File: src/rtl/mdu_iter.sv
// mdu_iter: RV M-extension multiply/divide unit.
// Multiplies go through a registered E->M->W pipeline (result two cycles after Execute).
// Divides and remainders use a radix-2 restoring iterative FSM. It holds Execute
// through DivBusyE for a fixed N+1 cycles, where N = 32 for *W ops and XLEN otherwise.
module mdu_iter #(
    parameter int unsigned XLEN = 32
) (
    input  logic            clk,
    input  logic            reset,
    input  logic [XLEN-1:0] ForwardedSrcAE,
    input  logic [XLEN-1:0] ForwardedSrcBE,
    input  logic [2:0]      Funct3E,
    input  logic            W64E,
    input  logic            MDUActiveE,
    input  logic            IntDivE,
    input  logic            FlushE,
    input  logic            FlushM,
    input  logic            FlushW,
    input  logic            StallM,
    input  logic            StallW,
    output logic            DivBusyE,
    output logic [XLEN-1:0] MDUResultW
);

    localparam int unsigned CntW = $clog2(XLEN + 1);
    localparam logic [XLEN-1:0] MinX = {1'b1, {(XLEN-1){1'b0}}};

    typedef enum logic [1:0] {
        StIdle,
        StBusy,
        StDone
    } div_state_e;

    // Sign-extend a 32-bit value to XLEN.
    function automatic logic [XLEN-1:0] sext32(input logic [31:0] v);
        logic [XLEN-1:0] r;
        r       = {XLEN{v[31]}};
        r[31:0] = v;
        return r;
    endfunction

    // Zero-extend a 32-bit value to XLEN.
    function automatic logic [XLEN-1:0] zext32(input logic [31:0] v);
        logic [XLEN-1:0] r;
        r       = '0;
        r[31:0] = v;
        return r;
    endfunction

    // *W ops only exist on RV64.
    logic w64;
    assign w64 = (XLEN == 64) && W64E;

    // ------------------------------------------------------------------
    // Multiply datapath (Execute)
    // ------------------------------------------------------------------
    logic              mul_a_signed;
    logic              mul_b_signed;
    logic [2*XLEN-1:0] mul_a_ext;
    logic [2*XLEN-1:0] mul_b_ext;
    logic [2*XLEN-1:0] product;
    logic [XLEN-1:0]   mul_res;

    // Sign-extend operands to 2*XLEN so that one unsigned multiply gives every variant.
    always_comb begin
        mul_a_signed = (Funct3E[1:0] == 2'b01) || (Funct3E[1:0] == 2'b10);
        mul_b_signed = (Funct3E[1:0] == 2'b01);
        mul_a_ext    = {{XLEN{mul_a_signed & ForwardedSrcAE[XLEN-1]}}, ForwardedSrcAE};
        mul_b_ext    = {{XLEN{mul_b_signed & ForwardedSrcBE[XLEN-1]}}, ForwardedSrcBE};
        product      = mul_a_ext * mul_b_ext;
        if (Funct3E[1:0] == 2'b00) begin
            mul_res = w64 ? sext32(product[31:0]) : product[XLEN-1:0];
        end else begin
            mul_res = product[2*XLEN-1:XLEN];
        end
    end

    // ------------------------------------------------------------------
    // Divide operand preparation (used on the start cycle)
    // ------------------------------------------------------------------
    logic            div_signed;
    logic [XLEN-1:0] a_w;
    logic [XLEN-1:0] b_w;
    logic [XLEN-1:0] a_res;
    logic            a_neg;
    logic            b_neg;
    logic [XLEN-1:0] a_mag;
    logic [XLEN-1:0] b_mag;
    logic [XLEN-1:0] min_w;
    logic            b_zero;
    logic            ovf;
    logic [XLEN-1:0] spec_res;
    logic [XLEN-1:0] quot_init;
    logic [CntW-1:0] cnt_init;

    // Fold *W narrowing, magnitudes, and the two special cases into start-cycle values.
    always_comb begin
        div_signed = ~Funct3E[0];
        if (w64) begin
            a_w = div_signed ? sext32(ForwardedSrcAE[31:0]) : zext32(ForwardedSrcAE[31:0]);
            b_w = div_signed ? sext32(ForwardedSrcBE[31:0]) : zext32(ForwardedSrcBE[31:0]);
        end else begin
            a_w = ForwardedSrcAE;
            b_w = ForwardedSrcBE;
        end
        // Special-case results return A sign-extended from bit 31 even for unsigned *W ops.
        a_res     = w64 ? sext32(ForwardedSrcAE[31:0]) : ForwardedSrcAE;
        a_neg     = div_signed & a_w[XLEN-1];
        b_neg     = div_signed & b_w[XLEN-1];
        a_mag     = a_neg ? -a_w : a_w;
        b_mag     = b_neg ? -b_w : b_w;
        min_w     = w64 ? sext32(32'h8000_0000) : MinX;
        b_zero    = (b_w == '0);
        ovf       = div_signed && (a_w == min_w) && (b_w == '1);
        if (Funct3E[1]) begin
            spec_res = b_zero ? a_res : '0;
        end else begin
            spec_res = b_zero ? '1 : a_res;
        end
        // A 32-bit dividend sits in the top half so the first 32 shifts consume it.
        quot_init = w64 ? (a_mag << (XLEN - 32)) : a_mag;
        cnt_init  = w64 ? CntW'(32) : CntW'(XLEN);
    end

    // ------------------------------------------------------------------
    // Divide FSM
    // ------------------------------------------------------------------
    div_state_e      state_q, state_d;
    logic            start;
    logic            load;
    logic            step;
    logic [CntW-1:0] cnt_q;

    assign start = MDUActiveE & IntDivE & ~FlushE;

    // Next-state and busy decode; busy drops in DONE so Execute can advance.
    always_comb begin
        state_d  = state_q;
        DivBusyE = 1'b0;
        load     = 1'b0;
        step     = 1'b0;
        unique case (state_q)
            StIdle: begin
                if (start) begin
                    DivBusyE = 1'b1;
                    load     = 1'b1;
                    state_d  = StBusy;
                end
            end
            StBusy: begin
                if (FlushE) begin
                    state_d = StIdle;
                end else begin
                    DivBusyE = 1'b1;
                    step     = 1'b1;
                    if (cnt_q == CntW'(1)) begin
                        state_d = StDone;
                    end
                end
            end
            StDone: begin
                if (FlushE || !StallM) begin
                    state_d = StIdle;
                end
            end
            default: state_d = StIdle;
        endcase
    end

    // FSM state register.
    always_ff @(posedge clk) begin
        if (reset) begin
            state_q <= StIdle;
        end else begin
            state_q <= state_d;
        end
    end

    // ------------------------------------------------------------------
    // Restoring division iteration
    // ------------------------------------------------------------------
    logic [XLEN-1:0] quot_q;
    logic [XLEN-1:0] rem_q;
    logic [XLEN-1:0] bmag_q;
    logic            qneg_q;
    logic            rneg_q;
    logic            isrem_q;
    logic            w64_q;
    logic            special_q;
    logic [XLEN-1:0] specres_q;

    logic [XLEN:0]   rem_shift;
    logic [XLEN:0]   diff;
    logic            q_bit;
    logic [XLEN-1:0] rem_nxt;
    logic [XLEN-1:0] quot_nxt;

    // One quotient bit: shift in the next dividend bit and keep the trial difference if it is non-negative.
    always_comb begin
        rem_shift = {rem_q, quot_q[XLEN-1]};
        diff      = rem_shift - {1'b0, bmag_q};
        q_bit     = ~diff[XLEN];
        rem_nxt   = q_bit ? diff[XLEN-1:0] : rem_shift[XLEN-1:0];
        quot_nxt  = {quot_q[XLEN-2:0], q_bit};
    end

    // Divider operand/state registers: latch on start, advance while busy.
    always_ff @(posedge clk) begin
        if (reset) begin
            quot_q    <= '0;
            rem_q     <= '0;
            bmag_q    <= '0;
            qneg_q    <= 1'b0;
            rneg_q    <= 1'b0;
            isrem_q   <= 1'b0;
            w64_q     <= 1'b0;
            special_q <= 1'b0;
            specres_q <= '0;
            cnt_q     <= '0;
        end else if (load) begin
            quot_q    <= quot_init;
            rem_q     <= '0;
            bmag_q    <= b_mag;
            qneg_q    <= a_neg ^ b_neg;
            rneg_q    <= a_neg;
            isrem_q   <= Funct3E[1];
            w64_q     <= w64;
            special_q <= b_zero | ovf;
            specres_q <= spec_res;
            cnt_q     <= cnt_init;
        end else if (step) begin
            quot_q    <= quot_nxt;
            rem_q     <= rem_nxt;
            cnt_q     <= cnt_q - CntW'(1);
        end else if (state_d == StIdle) begin
            cnt_q     <= '0;
        end
    end

    logic [XLEN-1:0] q_s;
    logic [XLEN-1:0] r_s;
    logic [XLEN-1:0] div_sel;
    logic [XLEN-1:0] div_res;

    // Sign-correct the magnitudes, pick quotient or remainder, and let special cases override.
    always_comb begin
        q_s     = qneg_q ? -quot_q : quot_q;
        r_s     = rneg_q ? -rem_q : rem_q;
        div_sel = isrem_q ? r_s : q_s;
        if (special_q) begin
            div_res = specres_q;
        end else begin
            div_res = w64_q ? sext32(div_sel[31:0]) : div_sel;
        end
    end

    // ------------------------------------------------------------------
    // E->M and M->W result registers
    // ------------------------------------------------------------------
    logic [XLEN-1:0] res_m_d;
    logic [XLEN-1:0] res_m_q;

    // The M register takes a finished divide, a multiply in Execute, or zero for anything else.
    always_comb begin
        res_m_d = '0;
        if ((state_q == StDone) && !FlushE) begin
            res_m_d = div_res;
        end else if (MDUActiveE && !IntDivE && !FlushE) begin
            res_m_d = mul_res;
        end
    end

    // Memory-stage result register.
    always_ff @(posedge clk) begin
        if (reset || FlushM) begin
            res_m_q <= '0;
        end else if (!StallM) begin
            res_m_q <= res_m_d;
        end
    end

    // Writeback-stage result register.
    always_ff @(posedge clk) begin
        if (reset || FlushW) begin
            MDUResultW <= '0;
        end else if (!StallW) begin
            MDUResultW <= res_m_q;
        end
    end

endmodule

File: config.mk
export PLATFORM = sky130hd
export DESIGN_NAME = mdu_iter
export DESIGN_NICKNAME = d
export VERILOG_FILES = /design/src/rtl/mdu_iter.sv
export SDC_FILE = /design/constraint.sdc
export NUM_CORES = 2
export LEC_CHECK = 0
export ABC_CLOCK_PERIOD_IN_PS = 19600
export BUFFER_PORTS_ARGS = -buffer_cell sky130_fd_sc_hd__buf_4
export CAP_MARGIN = 20
export CORE_MARGIN = 1
export CORE_UTILIZATION = 70
export CTS_CLUSTER_SIZE = 14
export DETAILED_ROUTE_END_ITERATION = 10
export PLACE_DENSITY = 0.95
export SETUP_SLACK_MARGIN = 0.15
export SKIP_CTS_REPAIR_TIMING = 1
export SLEW_MARGIN = 20
export SYNTH_ARGS = -nofsm -noshare
export SYNTH_HDL_FRONTEND = slang
export SYNTH_SLANG_ARGS = --single-unit
File: constraint.sdc
create_clock -name clk -period 19.6 [get_ports clk]
set_input_delay 1.96 -clock clk [delete_from_list [all_inputs] [get_ports clk]]
set_output_delay 1.96 -clock clk [all_outputs]
set_load 0.02 [all_outputs]
==> metrics.yaml <==
logic_synthesis:
  async_flop_share_pct: 0
  netlist_instances: 6075
  yosys.area.top_type_share_pct: 43.8
  ys_warn_count: 0
  netlist_area_um2: 51500
  synth_cell_types: 71
  netlist_top_cells_area: "fa_1, inv_1, dfxtp_1"
  syn_area_per_cell_um2: 8.48
  yosysSeqAreaShare_pct: 7.93
  synth_edf_count: 0
  synth_nets: 7531
  synth_seq_cells: 204
  ys.flop_type: "dfxtp_1"
  yosysTopAreaCell: "fa_1"
floorplan:
  start_util_pct: 70.7
  fp-row-count: 99
  core_area_um2: 72800
  die_h_um: 273
  die_area_um2: 74700
  io_pins: 110
  die_x_um: 273
clock_network:
  cts.sinks: 204
  htree_levels: 1
  path_clk_slew_ns: 0.07
  cts_tree: "yes"
  clock_path_buffers: 3
  clock_latency_ns: 0.53
  cts_buffers: 22
  root_buffer: "clkbuf_16"
cells_and_area:
  mostFrequentLayoutCell: "inv_1"
  mostFrequentLayoutCells: "inv_1, fa_1, nand2_1, nor2_1, and2_1"
  synthToLayoutAreaGrowth_pct: 2.65
  final_nets: 7277
  fin_util_pct: 72.6
  final_layout_size_suffix_gt1_share_pct: 3.44
  fillers: 4825
sta:
  hold_viol: 0
  max_slew_margin_pct: 18.3
  worst_slew_pin_slew_ns: 1.22
  fmax_mhz: 84.0
  final.setup.tns_ns: 0
  setup_viol_count_final: 0
  skew_ns: 0.0374
  min_period_ns: 11.91
  slew_violations: 0
  rsz0062_at_grt: "no"
  period_share_pct: 60.8
placement:
  portBuffers: 107
  dp_hpwl_um: 116000
  gp_congestion: 0.977
run_status:
  violations: "design-rule violations"
  run_status: "complete, but fails checks"
worst_setup_path:
  slowest_delay_ns: 0.89
  crit_type: "in -> reg"
  worstPathArrival_ns: 12.36
  cp_slowest_cell: "fa_1"
  crit_path_end_kind: "flip-flop"
  start_kind: "input port"
  crit_fanout: 35
  worstPathRequired_ns: 20.05
detailed_routing:
  drc: 1
  drtPass1Iterations: 11
  avgRoutedWirePerCell_um: 23.6
  vias: 43700
  wl_um: 160000
  viasPerCell: 6.43
  drtAntennaViolNets: 0
  drt_iter0_markers: 5652
global_route:
  grt_max_degree: 97
  gr-total-overflow: 0
  antenna_found_initial: 7
  grt_use_total_pct: 44.2
  grt_pass1_vias: 47300
  grt_pass1_wl_um: 253000
min_path:
  worstHoldPathType: "reg -> reg"
job:
  cap_violations: 0
synth_stat cells (36+ instances only):
cell type	count
inv_1	1247
nand2_1	966
nor3_1	46
nor2_1	283
ha_1	253
o21ai_0	171
o31ai_1	36
and3_1	36
dfxtp_1	204
and2_1	278
fa_1	1126
a21oi_1	223
buf_1	106
mux2i_1	64
xor2_1	92
clkbuf_1	276
xnor2_1	119
a21o_1	55
a211oi_1	89
flip-flops by register name, indices dropped and copies added (netlist names):
name	count
res_m_q	32
special_q	1
specres_q	32
quot_q	32
bmag_q	32
cnt_q	6
rneg_q	1
rem_q	32
qneg_q	1
isrem_q	1
MDUResultW	32
state_q	2
worst max-delay path: cells and delay by family:
family | cells | cell delay [ns]
buffers and inverters | 11 | 2.37
and+or+nand+nor | 7 | 1.11
AOI/OAI and AO/OA | 3 | 1.22
muxes | 1 | 0.29
adders and majority gates | 10 | 5.38
per-stage QoR:
stage | setup WS, ns | std cells | cell area, um^2 | hold slack [ns]
floorplan | 9.29 | 6075 | 51500 | 0.432
global placement | 7.32 | 6755 | 52100 | 0.442
detailed placement | 7.32 | 6756 | 52200 | 0.451
CTS | 7.83 | 6794 | 52900 | 0.462
global route | 7.25 | 6795 | 52900 | 0.492
finish | 7.69 | 6797 | 52900 | 0.461
layer usage:
metal	vias up	share of wire (%)	GRT usage, %
li1	17900	-	-
met1	21000	32	52.9
met2	3594	44	67.3
met3	1137	15	14.1
met4	6	9.1	32.4
met5	-	0.021	0.0642
path summary, 6_finish.rpt:
path,from,to,slack [ns],cells after the start
min,bmag_q[12],bmag_q[12],0.46,2
max reg2reg,quot_q[31],rem_q[12],15.19,15
max,Funct3E[1],res_m_q[27],7.69,32
min reg2reg,bmag_q[12],bmag_q[12],0.46,2
cell type report:
| cell class | instances | area [um^2] | share of cell area, % |
|---|---|---|---|
| tap | 959 | 1200 | 2.27 |
| clock inverter | 8 | 81.3 | 0.154 |
| timing repair buffer | 127 | 973 | 1.84 |
| multi-input combinational | 4219 | 41200 | 78.0 |
| clock buffer | 30 | 621 | 1.17 |
| inverter | 1247 | 4680 | 8.85 |
| sequential | 204 | 4090 | 7.72 |
| antenna | 3 | 7.51 | 0.0142 |
cells by family (layout without fill, tap and decap cells):
group | count (synthesis) | count (layout) | synth area share, %
AO/OA/AOI/OAI | 771 | 771 | 9.47
XOR/XNOR | 211 | 211 | 3.59
adder cells (fa/ha/maj) | 1379 | 1379 | 49.9
buffers and inverters | 1652 | 1412 | 12.1
flip-flops | 204 | 204 | 7.93
multiplexers | 67 | 67 | 1.31
other | 0 | 3 | 0
AND/OR/NAND/NOR | 1791 | 1791 | 15.7
Power is left out: the tool's default activity adds up to more than one toggle a clock period on the data nets, which glitch-free logic cannot reach.
